## src/rtl/tick_mon_pkg.sv

```systemverilog
// Shared types and window-bound helpers for the tick period monitor.
package tick_mon_pkg;

    typedef enum logic [1:0] {
        IDLE,
        SYNC,
        LOCKED,
        FAULT
    } tm_state_t;

    // Classification of a measured interval against the acceptance window.
    typedef enum logic [1:0] {
        IN_WIN,
        EARLY,
        LATE
    } tm_cmp_t;

    // Lowest accepted interval; clamps at 0 if the tolerance exceeds the period.
    function automatic int unsigned win_lo(input int unsigned period, input int unsigned tol);
        return (tol > period) ? 32'd0 : period - tol;
    endfunction

    // Highest accepted interval.
    function automatic int unsigned win_hi(input int unsigned period, input int unsigned tol);
        return period + tol;
    endfunction

    // Measured interval at which a missing tick is declared late.
    function automatic int unsigned timeout_len(input int unsigned period,
                                                input int unsigned tol);
        return period + tol + 32'd1;
    endfunction

endpackage

```

## src/rtl/tick_interval_counter.sv

```systemverilog
// Cycles-since-last-tick counter with saturation, window classification and timeout strobe.
module tick_interval_counter
    import tick_mon_pkg::*;
#(
    parameter int unsigned PERIOD = 15001,
    parameter int unsigned TOL    = 2,
    parameter int unsigned PBITS  = 15
) (
    input  logic             clk,
    input  logic             rst,
    input  logic             tick_i,
    output logic [PBITS-1:0] measured_o,
    output tm_cmp_t          cmp_o,
    output logic             timeout_o
);

    localparam int unsigned MaxIvl = (32'd1 << PBITS) - 32'd1;
    localparam int unsigned WinLoI = win_lo(PERIOD, TOL);
    localparam int unsigned WinHiI = win_hi(PERIOD, TOL);
    localparam int unsigned TmoI   = timeout_len(PERIOD, TOL);

    localparam logic [PBITS:0] WinLo = WinLoI[PBITS:0];
    localparam logic [PBITS:0] WinHi = WinHiI[PBITS:0];
    localparam logic [PBITS:0] TmoVal = TmoI[PBITS:0];

    // The timeout value must be reachable by the counter, or late detection never fires.
    if (MaxIvl < TmoI) begin : g_width_check
        $error("tick_interval_counter: PBITS too small for PERIOD+TOL+1");
    end

    logic [PBITS-1:0] ivl_q, ivl_d;
    logic [PBITS:0]   meas_wide;

    // Next interval count: restart on tick, otherwise count up and stick at all-ones.
    always_comb begin
        ivl_d = ivl_q;
        if (tick_i) begin
            ivl_d = '0;
        end else if (ivl_q != {PBITS{1'b1}}) begin
            ivl_d = ivl_q + 1'b1;
        end
    end

    // Interval counter register.
    always_ff @(posedge clk) begin
        if (rst) begin
            ivl_q <= '0;
        end else begin
            ivl_q <= ivl_d;
        end
    end

    // Measured interval is one wider so the +1 can be saturated rather than wrapped.
    always_comb begin
        meas_wide  = {1'b0, ivl_q} + {{PBITS{1'b0}}, 1'b1};
        measured_o = meas_wide[PBITS] ? {PBITS{1'b1}} : meas_wide[PBITS-1:0];
        cmp_o      = IN_WIN;
        if (meas_wide < WinLo) begin
            cmp_o = EARLY;
        end else if (meas_wide > WinHi) begin
            cmp_o = LATE;
        end
        // A tick in the timeout cycle takes precedence over the timeout.
        timeout_o = !tick_i && (meas_wide == TmoVal);
    end

endmodule

```

## src/rtl/tick_period_monitor.sv

```systemverilog
// Locks onto a periodic tick and raises a sticky fault on early, late or missing ticks.
module tick_period_monitor
    import tick_mon_pkg::*;
#(
    parameter int unsigned PERIOD   = 15001,
    parameter int unsigned TOL      = 2,
    parameter int unsigned LOCK_CNT = 4,
    parameter int unsigned PBITS    = 15,
    parameter int unsigned CBITS    = 16
) (
    input  logic             clk,
    input  logic             rst,
    input  logic             tick,
    input  logic             clr,
    output logic             locked,
    output logic             fault,
    output logic             early,
    output logic             late,
    output logic [PBITS-1:0] period,
    output logic [CBITS-1:0] tick_count
);

    localparam int unsigned GBits = (LOCK_CNT < 2) ? 1 : $clog2(LOCK_CNT + 1);
    localparam logic [GBits-1:0] LockVal = LOCK_CNT[GBits-1:0];

    tm_state_t        state_q, state_d;
    logic [GBits-1:0] good_q, good_d;
    logic [GBits-1:0] good_inc;
    logic             locked_q, locked_d;
    logic             fault_q, fault_d;
    logic             early_q, early_d;
    logic             late_q, late_d;
    logic [PBITS-1:0] period_q, period_d;
    logic [CBITS-1:0] cnt_q, cnt_d;

    logic [PBITS-1:0] measured;
    tm_cmp_t          cmp;
    logic             timeout;

    tick_interval_counter #(
        .PERIOD (PERIOD),
        .TOL    (TOL),
        .PBITS  (PBITS)
    ) u_ivl (
        .clk        (clk),
        .rst        (rst),
        .tick_i     (tick),
        .measured_o (measured),
        .cmp_o      (cmp),
        .timeout_o  (timeout)
    );

    assign good_inc = good_q + 1'b1;

    // Next state, lock qualification counter, pulses and measurement registers.
    always_comb begin
        state_d  = state_q;
        good_d   = good_q;
        early_d  = 1'b0;
        late_d   = 1'b0;
        period_d = period_q;
        cnt_d    = cnt_q;

        if (tick) begin
            if (cnt_q != {CBITS{1'b1}}) begin
                cnt_d = cnt_q + 1'b1;
            end
            // The first tick after reset is only a reference point, not an interval.
            period_d = (state_q == IDLE) ? '0 : measured;
        end

        case (state_q)
            IDLE: begin
                if (tick) begin
                    state_d = SYNC;
                    good_d  = '0;
                end
            end
            SYNC: begin
                if (tick) begin
                    if (cmp == IN_WIN) begin
                        good_d = good_inc;
                        if (good_inc == LockVal) begin
                            state_d = LOCKED;
                        end
                    end else begin
                        good_d = '0;
                    end
                end else if (timeout) begin
                    good_d = '0;
                end
            end
            LOCKED: begin
                if (tick) begin
                    if (cmp == EARLY) begin
                        early_d = 1'b1;
                        state_d = FAULT;
                    end else if (cmp == LATE) begin
                        late_d  = 1'b1;
                        state_d = FAULT;
                    end
                end else if (timeout) begin
                    late_d  = 1'b1;
                    state_d = FAULT;
                end
            end
            FAULT: begin
                if (clr) begin
                    state_d = SYNC;
                    good_d  = '0;
                end
            end
            default: begin
                state_d = IDLE;
                good_d  = '0;
            end
        endcase

        locked_d = (state_d == LOCKED);
        fault_d  = (state_d == FAULT);
    end

    // State and output registers; reset discards all history.
    always_ff @(posedge clk) begin
        if (rst) begin
            state_q  <= IDLE;
            good_q   <= '0;
            locked_q <= 1'b0;
            fault_q  <= 1'b0;
            early_q  <= 1'b0;
            late_q   <= 1'b0;
            period_q <= '0;
            cnt_q    <= '0;
        end else begin
            state_q  <= state_d;
            good_q   <= good_d;
            locked_q <= locked_d;
            fault_q  <= fault_d;
            early_q  <= early_d;
            late_q   <= late_d;
            period_q <= period_d;
            cnt_q    <= cnt_d;
        end
    end

    assign locked     = locked_q;
    assign fault      = fault_q;
    assign early      = early_q;
    assign late       = late_q;
    assign period     = period_q;
    assign tick_count = cnt_q;

endmodule
```

## config.mk

```make
export PLATFORM = sky130hd
export DESIGN_NAME = tick_period_monitor
export DESIGN_NICKNAME = d
export VERILOG_FILES = /design/src/rtl/tick_mon_pkg.sv /design/src/rtl/tick_interval_counter.sv /design/src/rtl/tick_period_monitor.sv
export SDC_FILE = /design/constraint.sdc
export NUM_CORES = 1
export LEC_CHECK = 0
export CORE_MARGIN = 2
export CORE_UTILIZATION = 55
export CTS_CLUSTER_DIAMETER = 50
export DETAILED_ROUTE_END_ITERATION = 10
export GPL_TIMING_DRIVEN = 0
export MAX_ROUTING_LAYER = met4
export PLACE_DENSITY = 0.79
export SYNTH_ARGS = -nofsm -noshare
export SYNTH_HDL_FRONTEND = slang
export SYNTH_HIERARCHICAL = 1
export SYNTH_SLANG_ARGS = --single-unit
export TNS_END_PERCENT = 50
```

## constraint.sdc

```tcl
create_clock -name clk -period 5.14 [get_ports clk]
set_clock_uncertainty 0.05 [all_clocks]
set_input_delay 1.028 -clock clk [delete_from_list [all_inputs] [get_ports clk]]
set_output_delay 1.028 -clock clk [all_outputs]
set_load 0.01 [all_outputs]
```

==> run metrics <==
NetSw=0.1747 mW; total track usage=25.95%; gr ovfl total=0; antenna violations before repair=0; Worst EP required=5.35 ns; R2R cell count=10; CTS sink cnt=55; hold slack final=0.4677 ns; DRC=0; Final Max Tran Viols=0; Endpoint, Worst Hold=good_q[2]; top cell type by total area after synthesis=dfxtp_1; CTS root buf=clkbuf_8; die area=6223 sq um; GP Congestion=0.9345; CTS resizes=0; DIE HEIGHT=78.89 microns; maximum vdd ir drop=0.1796 mV; routed vias/inst=6.014; final WL=7.554 mm; fin crit period=3.514 ns; Post-DP Area=3555 sq um; Inst Count DP=478; CTS buffer count=5; max capacitance violation total=0; synthesis warning total=6; fillers=492; post-route cell area=3650 sq um; logic gate share of total power=5.7%; slew margin rel.=65.06%; Int Power=0.5558 mW; Non-Filler Instances=486; Worst Max-Slew Pin Slew=0.5202 ns; Final Power=0.7306 mW; pwr dens=200.2 nW/um^2; critical path arrival=3.72 ns; num ports=39; post-route ant nets=0; Clock transition at path regs=0.10 ns; # H-tree levels=2; worst setup margin=1.626 ns; share of the synthesized area in the top cell type=35.70%; WS Path Type=reg2reg; CTS hold repair buffers=0; Reg-to-Reg End=fault; FF+latch count, synth=55; Fin. Hold Viols=0; critical path launch point type=register; vias in the first global route=2703; clk_lat worst skew=0.31 ns; Starting Density=56.36%; CP Capture Type=register; Area growth, synth to finish=18.34%; dpl hpwl=5.604 mm; FF/Latch Area=1101 sq um; Nets=423; ANT cells=0; largest net degree at the start of global routing=17; Pleak=1.331 nW; fmax=284.5 MHz; top_reg_cell synth=dfxtp_1; r2r startpoint=u_ivl/ivl_q[1]; sw frac=23.92%; synth unique cells=57; CTS tree=yes; EDFF count, synth=0; DR WL/cell=15.54 microns; DP Worst Slack=1.666 ns; clock group share of total power=34.9%; Synth Area per Inst=8.381 sq um; hold_sp=good_q[2]; Sequential Power Share=59.4%; Starting DRT DRC Count=215; DRT Pass-1 Iters=4; synth top area cells=dfxtp_1, nor2_1, a22oi_1; critical path peak fanout=9; vias=2923; floorplan row count=27; Crit. Startpoint=u_ivl/ivl_q[1]; Die W=78.89 microns; R2R setup slack=1.63 ns; Cells after Synth=368; ratio of cells with drive above 1 in the final layout=10.14%; Final Core Density=66.69%; Mapped Area=3084 sq um; multi-input logic area=1815 sq um; IO Port Bufs=38; worst hold path type=reg2reg; CTS Buffer Depth=2; register area share after synthesis=35.70%; Setup-failing EPs final=0; fraction of registers with async set or reset after synthesis=0%; Post-CTS Repair Setup Buffers=0; global-route wire length before repair=12.66 mm; core area=5473 sq um; Post-Syn Nets=378; RSZ-0062 raised after global routing=false; Worst Hold Depth=2; fin crit share=68.37%; status=finished clean; Fin Setup TNS=0 ns
power by group through the flow:
stage	clock network (mW)	logic, mW	registers, mW
3_5_place_dp	0	0.0411	0.444
4_1_cts	0.261	0.0414	0.434
6_report	0.255	0.0416	0.434
2_1_floorplan	0	0.0243	0.444
5_1_grt	0.279	0.0456	0.435
3_3_place_gp	0	0.0408	0.444
registers in the layout (all words and copies together) (netlist names):
signal	flops
state_q	2
early	1
period	15
tick_count	16
locked	1
late	1
good_q	3
fault	1
u_ivl/ivl_q	15
metal layers:
metal	wire, microns	global-route usage (%)
met2	3532	41.28
met3	442	3.523
met4	133	7.414
met5	0	-
met1	3446	34.90
kinds of logic (layout without fill, tap and decap cells):
| logic type | Yosys count | in the layout | share of synthesized area (%) |
|---|---|---|---|
| simple gates | 163 | 163 | 30.43 |
| mux | 10 | 10 | 3.570 |
| flops | 55 | 55 | 35.70 |
| compound gates | 91 | 91 | 19.59 |
| xor+xnor | 10 | 10 | 2.840 |
| buf+inv | 33 | 79 | 5.436 |
| fa+ha+maj | 6 | 6 | 2.434 |
cells in the final DEF (no fill, tap or decap), drive strengths merged, types with 8 or more instances in the layout:
master and count:
nor2 40, mux2 8, o21ai 14, nand4 9
clkdlybuf4s50 38, a22oi 16, nor4 8, nand3 16
clkbuf 21, a21oi 24, dfxtp 55, nand2 31
a211oi 11, buf 11
synth_stat cells, types with 2 or more instances:
cell	count
buf_2	4
buf_6	3
nor2_1	40
xnor2_1	6
o31ai_1	2
nand2_1	30
or2_2	4
or4_1	5
and4_1	4
ha_1	6
and4_2	2
o21a_1	2
inv_1	7
nor3_1	6
o21bai_1	3
a31oi_1	4
nand4_4	3
a22oi_1	16
a211oi_1	11
nor4b_1	3
and3_1	7
o21ai_0	14
a21o_1	2
a2bb2oi_1	2
dfxtp_1	55
o41ai_1	2
mux2_1	3
nor2b_1	7
clkbuf_1	13
or3_1	3
nand4_1	6
and2_1	6
nand3b_1	3
nand3_1	16
mux2i_1	2
mux2_2	5
buf_4	4
nor4_1	4
a21oi_1	23
a41oi_1	2
nand2b_1	7
xor2_1	4
nor4_2	3
critical path: stages, from the launching register on:
cell     delay [ns]
dfxtp_1        0.50
ha_1           0.27
nand2_1        0.07
nor4_1         0.32
mux2_2         0.43
or4_4          0.57
o21a_1         0.23
nor4b_1        0.46
nand4_1        0.18
a21oi_1        0.21
nor2b_1        0.15
worst max path at each step:
stage / endpoint / slack [ns] / cells after the start
6_report: fault / 1.63 / 10
4_1_cts: locked / 1.65 / 10
3_3_place_gp: locked / 1.67 / 10
2_1_floorplan: fault / 2.03 / 10
3_5_place_dp: fault / 1.67 / 10
5_1_grt: state_q[0] / 1.37 / 10
area by class of cell:
| cell class | count | area share, % |
|---|---|---|
| Multi-Input combinational cell | 280 | 49.74 |
| Sequential cell | 55 | 30.17 |
| Timing Repair Buffer | 38 | 10.42 |
| Buffer | 25 | 3.771 |
| Tap cell | 72 | 2.468 |
| Clock buffer | 7 | 2.365 |
| Inverter | 8 | 0.8228 |
| Clock inverter | 1 | 0.2400 |
Note: power is estimated with default switching activity, not from simulation.
==> patch 1: new RTL, config.mk and constraints unchanged <==
`PERIOD` is set to 15001 in 2 places; all go to 7500.
--- a/src/rtl/tick_interval_counter.sv
+++ b/src/rtl/tick_interval_counter.sv
@@ -2,7 +2,7 @@
 module tick_interval_counter
     import tick_mon_pkg::*;
 #(
-    parameter int unsigned PERIOD = 15001,
+    parameter int unsigned PERIOD = 7500,
     parameter int unsigned TOL    = 2,
     parameter int unsigned PBITS  = 15
 ) (
--- a/src/rtl/tick_period_monitor.sv
+++ b/src/rtl/tick_period_monitor.sv
@@ -2,7 +2,7 @@
 module tick_period_monitor
     import tick_mon_pkg::*;
 #(
-    parameter int unsigned PERIOD   = 15001,
+    parameter int unsigned PERIOD   = 7500,
     parameter int unsigned TOL      = 2,
     parameter int unsigned LOCK_CNT = 4,
     parameter int unsigned PBITS    = 15,
Formal check against the unedited RTL: same outputs for any inputs over 10 cycles, from zero or initial values and one cycle with rst high; that may be too few to reach the edited logic, so the function may still have changed.
==> patch 1 against the unedited design <==
- synthesized area down 1.5%
- cell area down 1.3%
- routed wire length down 6.4%
- worst setup slack worse by 0.017 ns
- power down 0.96%
- non-clock buffer count down 2
- sequential cell count unchanged
- critical endpoint unchanged
- largest power group unchanged
- highest routed layer unchanged
==> patch 1: results (changes against the unedited design) <==
Synth
  • Net count after synthesis: 360 (-4.8%)
  • Count of warnings emitted by yosys: 6 (unchanged)
  • Leading cell types by total area after synthesis: dfxtp_1 (36%), nor2_1 (4.9%), a21oi_1 (4.3%), a22oi_1 (4.0%), nand2_1 (3.6%)
  • Cell type with the largest total area after synthesis: dfxtp_1
  • Sequential area share after synthesis: 36.23% (+0.53 points)
  • FFs w/ async S/R, synth: 0% (unchanged)
  • Unique masters post-synth: 62 (+8.8%)
  • Most frequent cells after synthesis: dfxtp_1 (55), nor2_1 (40), nand2_1 (29)

Global route
  • Total routing usage reported by global routing: 24.57% (-1.4 points)
  • Via count of the first global-routing pass: 2,474 (-8.5%)
  • Largest net degree at the start of global routing: 19 (+2)
  • Wire length of the first global-routing pass: 11,800 µm (-6.8%)
  • Initial antenna violation count: 0 (unchanged)

Clock tree
  • Post CTS Setup Buffer Count: 0 (unchanged)
  • PostCTS Resize Cnt: 0 (unchanged)
  • Insertion delay of the later-clocked pin in the worst-skew pair: 0.31 ns (about the same)
  • Clk Tree Root Cell: clkbuf_8
  • Maximum clock path buffer count: 2 (unchanged)
  • Number of levels the H-tree was split into: 2 (unchanged)
  • Clk slew on worst S/H paths: 0.11 ns
  • Number of buffers inserted during clock tree synthesis: 5 (unchanged)

Route
  • Detailed-routing wirelength on met1: 3431 µm (-0.44%)
  • Routed met2 length: 3139 µm (-11%)
  • Met3 wire length: 397 µm (-10%)
  • Number of iterations in the first detailed-routing pass: 4 (unchanged)
  • Highest metal layer used by the detailed router: met4
  • Detailed Route Iter0 Violations: 126 (-41%)
  • Wire length after detailed routing: 7074 µm (-6.4%)
  • Vias after detailed routing: 2,745 (-6.1%)

Cells and area
  • Antenna Diode Count: 0 (unchanged)
  • Final-stage net count: 405 (-4.3%)
  • Layout cell share with drive strength beyond 1: 10.58% (+0.43 points)
  • Number of flip-flops in the largest register: 16 (unchanged)

Worst setup path
  • Cell count of the worst reg-to-reg path: 12 (+2)
  • Endpoint arrival time on the critical path: 3.74 ns (+0.02 ns)
  • Maximum fanout encountered on the critical timing path: 7 (-2)

Hold path
  • Hold WC Path Type: reg2reg
  • Depth of the worst hold-timing path: 2 (unchanged)

Status
  • Run status: finished, final reports clean

Placed design
  • Half-perimeter wire length of the detailed placement result: 5101 µm (-9.0%)
  • PortBufs: 38 (unchanged)
  • Global placement routability congestion: 0.9152 (-2.1%)

Pwr
  • IR Drop Worst-Case VDD: 0.1682 mV (-6.3%)
  • Leakage: 1.314 nW (-1.3%)

Timing
  • Tightest Pin Transition: 0.5717 ns (+0.05151 ns)
==> patch 1: changes by cell type after synthesis, moves of 3 or more <==
cell,delta
nand3_1,-4
nor4_1,-3
a21oi_1,+3
nor4_2,-3
o21ai_0,-5
a211oi_1,-3
==> patch 1: critical path, cell delays in order, from the launching register on <==
cell and delay [ns]:
dfxtp_1 0.54, ha_1 0.40, and3_1 0.20, buf_4 0.15, a32oi_1 0.10, o32a_1 0.36
a21oi_2 0.17, and4bb_1 0.21, a31oi_1 0.17, nor4b_1 0.54, nand4_1 0.20, a21oi_1 0.22
nor2b_1 0.15
==> patch 1: final timing paths <==
check	start	end	slack (ns)
min	good_q[2]$_SDFFE_PP0P_	good_q[2]$_SDFFE_PP0P_	0.46
max reg2reg	u_ivl/ivl_q[1]$_SDFFE_PP0P_	fault$_SDFF_PP0_	1.61
max	u_ivl/ivl_q[1]$_SDFFE_PP0P_	fault$_SDFF_PP0_	1.61
min reg2reg	good_q[2]$_SDFFE_PP0P_	good_q[2]$_SDFFE_PP0P_	0.46
==> patch 1: final cells by class <==
cell class / count / area, µm²
Buffer: 23 / 146.4
Clock buffer: 5 / 68.82
Clock inverter: 3 / 23.77
Fill cell: 472 / 1803
Inverter: 9 / 33.78
Multi-Input combinational cell: 264 / 1758
Sequential cell: 55 / 1101
Tap cell: 72 / 90.09
Timing Repair Buffer: 38 / 380.4
==> patch 1: report_power, final <==
group          switching [mW]  total [mW]  leakage, nW  internal [mW]
sequential            0.00445       0.434        0.444          0.429
combinational          0.0256      0.0406        0.824         0.0150
clock                   0.150       0.249       0.0461         0.0988
total                   0.180       0.724         1.31          0.543
==> patch 1: metrics by stage <==
stage	std cells	setup slack, ns	power (mW)	instance area, µm²	hold slack (ns)
2_1_floorplan	351	2.227	0.4676	3039	0.4190
5_1_grt	469	1.296	0.7482	3602	0.4963
3_3_place_gp	461	1.787	0.4830	3510	0.4279
4_1_cts	469	1.649	0.7281	3602	0.4588
6_report	469	1.609	0.7236	3602	0.4591
3_5_place_dp	461	1.680	0.4839	3510	0.4421
==> patch 1: metal layers <==
layer / vias to the layer above / GRT usage [%]
met1: 1292 / 35.08
met4: 0 / 9.825
met5: - / -
li1: 1364 / -
met3: 10 / 2.759
met2: 79 / 35.69
==> patch 1: cell families (layout without fill, tap and decap cells) <==
family	after synthesis	after routing	share of synthesized area [%]
adders and majority gates	5	5	2.058
buffers and inverters	32	78	5.928
xor gates and xnor gates	14	14	4.035
DFF	55	55	36.23
muxes	9	9	3.211
and+or+nand+nor	154	154	29.97
AOI/OAI and AO/OA	82	82	18.57
==> patch 2: new RTL, same settings <==
Made on the original files. The 4 states of `tm_state_t` get a one-hot encoding in 4 bits.
--- a/src/rtl/tick_mon_pkg.sv
+++ b/src/rtl/tick_mon_pkg.sv
@@ -1,11 +1,11 @@
 // Shared types and window-bound helpers for the tick period monitor.
 package tick_mon_pkg;
 
-    typedef enum logic [1:0] {
-        IDLE,
-        SYNC,
-        LOCKED,
-        FAULT
+    typedef enum logic [3:0] {
+        IDLE   = 4'b0001,
+        SYNC   = 4'b0010,
+        LOCKED = 4'b0100,
+        FAULT  = 4'b1000
     } tm_state_t;
 
     // Classification of a measured interval against the acceptance window.
Function: same outputs for any inputs over 10 cycles, from zero or initial values and one cycle with rst high; not proved beyond that.
==> patch 2 against the unedited design <==
- combinational power grew 22%
- cell area grew 6.5%
- routed wire length grew 1.5%
- synthesized cell count grew 2.7%
- worst setup slack lost 0.26 ns
- power grew 22%
- synthesized area grew 5.1%
- sequential cell count grew 2
==> patch 2: results (changes against the unedited design) <==
Status
  • Run status: finished, final reports clean

Synth
  • Sequential area share after synthesis: 35.21% (-0.49 points)
  • Synthesized area divided by synthesized cell count: 8.573 µm² (+2.3%)
  • Unique masters post-synth: 64 (+12%)
  • Most frequent cells after synthesis: dfxtp_1 (57), nor2_1 (40), a21oi_1 (29)
  • Leading cell types by total area after synthesis: dfxtp_1 (35%), mux2i_1 (5.3%), nor2_1 (4.6%), a21oi_1 (4.5%), o21ai_0 (3.1%)
  • Net count after synthesis: 388 (+2.6%)

Die
  • Placeable core region: 0.005608 mm² (+2.5%)

Global route
  • Initial antenna violation count: 0 (unchanged)
  • Total routing usage reported by global routing: 25.83% (-0.12 points)
  • Wire length of the first global-routing pass: 12,610 µm (-0.43%)
  • Largest net degree at the start of global routing: 11 (-6)
  • Via count of the first global-routing pass: 2,765 (+2.3%)

Clock tree
  • Insertion delay of the later-clocked pin in the worst-skew pair: 0.33 ns (+0.02 ns)
  • Number of levels the H-tree was split into: 3 (+1)
  • Clk slew on worst S/H paths: 0.07 ns (-0.03 ns)
  • Number of buffers inserted during clock tree synthesis: 9 (+4)

Hold path
  • Worst hold start: period[9]$_SDFFE_PP0P_
  • Hold EP: period[9]$_SDFFE_PP0P_

Worst setup path
  • Endpoint arrival time on the critical path: 3.97 ns (+0.25 ns)
  • Reg-to-reg slack, setup: 1.37 ns (-0.26 ns)
  • Reg-to-Reg End: good_q[2]$_SDFFE_PP0P_

Route
  • Wire length per cell after detailed routing: 15.25 µm (-1.9%)
  • Met3 wire length: 427 µm (-3.4%)
  • Routed met2 length: 3432 µm (-2.8%)
  • Detailed-routing wirelength on met1: 3731 µm (+8.3%)
  • Detailed Route Iter0 Violations: 326 (+52%)
  • Wire length after detailed routing: 7670 µm (+1.5%)
  • Number of iterations in the first detailed-routing pass: 5 (+1)
  • Vias after detailed routing: 2,988 (+2.2%)

Cells and area
  • Layout cell share with drive strength beyond 1: 13.23% (+3.1 points)
  • Final-stage net count: 437 (+3.3%)

Timing
  • Tightest slew margin relative to the limit: 61.58% (-3.5 points)
  • Min Hold Slack: 0.4473 ns (-0.02037 ns)

Pwr
  • Leakage: 1.451 nW (+9.0%)
  • Part of the power in registers: 50.7% (-8.7 points)
  • IR Drop Worst-Case VDD: 0.1892 mV (+5.3%)
  • Sw Share: 22.95% (-0.96 points)

Placed design
  • Global placement routability congestion: 0.8902 (-4.7%)
## patch 2: cell families after synthesis
kind of cell    count (synthesis)  share of synthesized area [%]
simple gates                  164                          30.23
compound gates                 90                          17.91
flops                          57                          35.21
buf+inv                        31                          5.328
mux                            20                          6.293
xor+xnor                       10                          2.703
fa+ha+maj                       6                          2.317
## patch 2: metal layers
layer	vias up	GRT usage, %
li1	1486	-
met1	1395	34.07
met2	98	38.58
met3	9	5.778
met4	0	10.34
met5	-	-
## patch 2: layout make-up
cell class,count,area (µm²)
Buffer,25,150.1
Sequential cell,57,1141
Inverter,6,22.52
Clock buffer,11,131.4
Clock inverter,4,45.04
Timing Repair Buffer,38,380.4
Tap cell,72,90.09
Multi-Input combinational cell,290,1927
Fill cell,488,1720
## patch 2: metrics by stage
stage	worst slack, ns	total power [mW]	area (µm²)
final	1.366	0.8926	3887
after global routing	1.069	0.9276	3887
after CTS	1.368	0.9018	3887
after detailed placement	1.388	0.5125	3711
after global placement	1.476	0.5111	3711
after floorplan	1.864	0.4947	3241
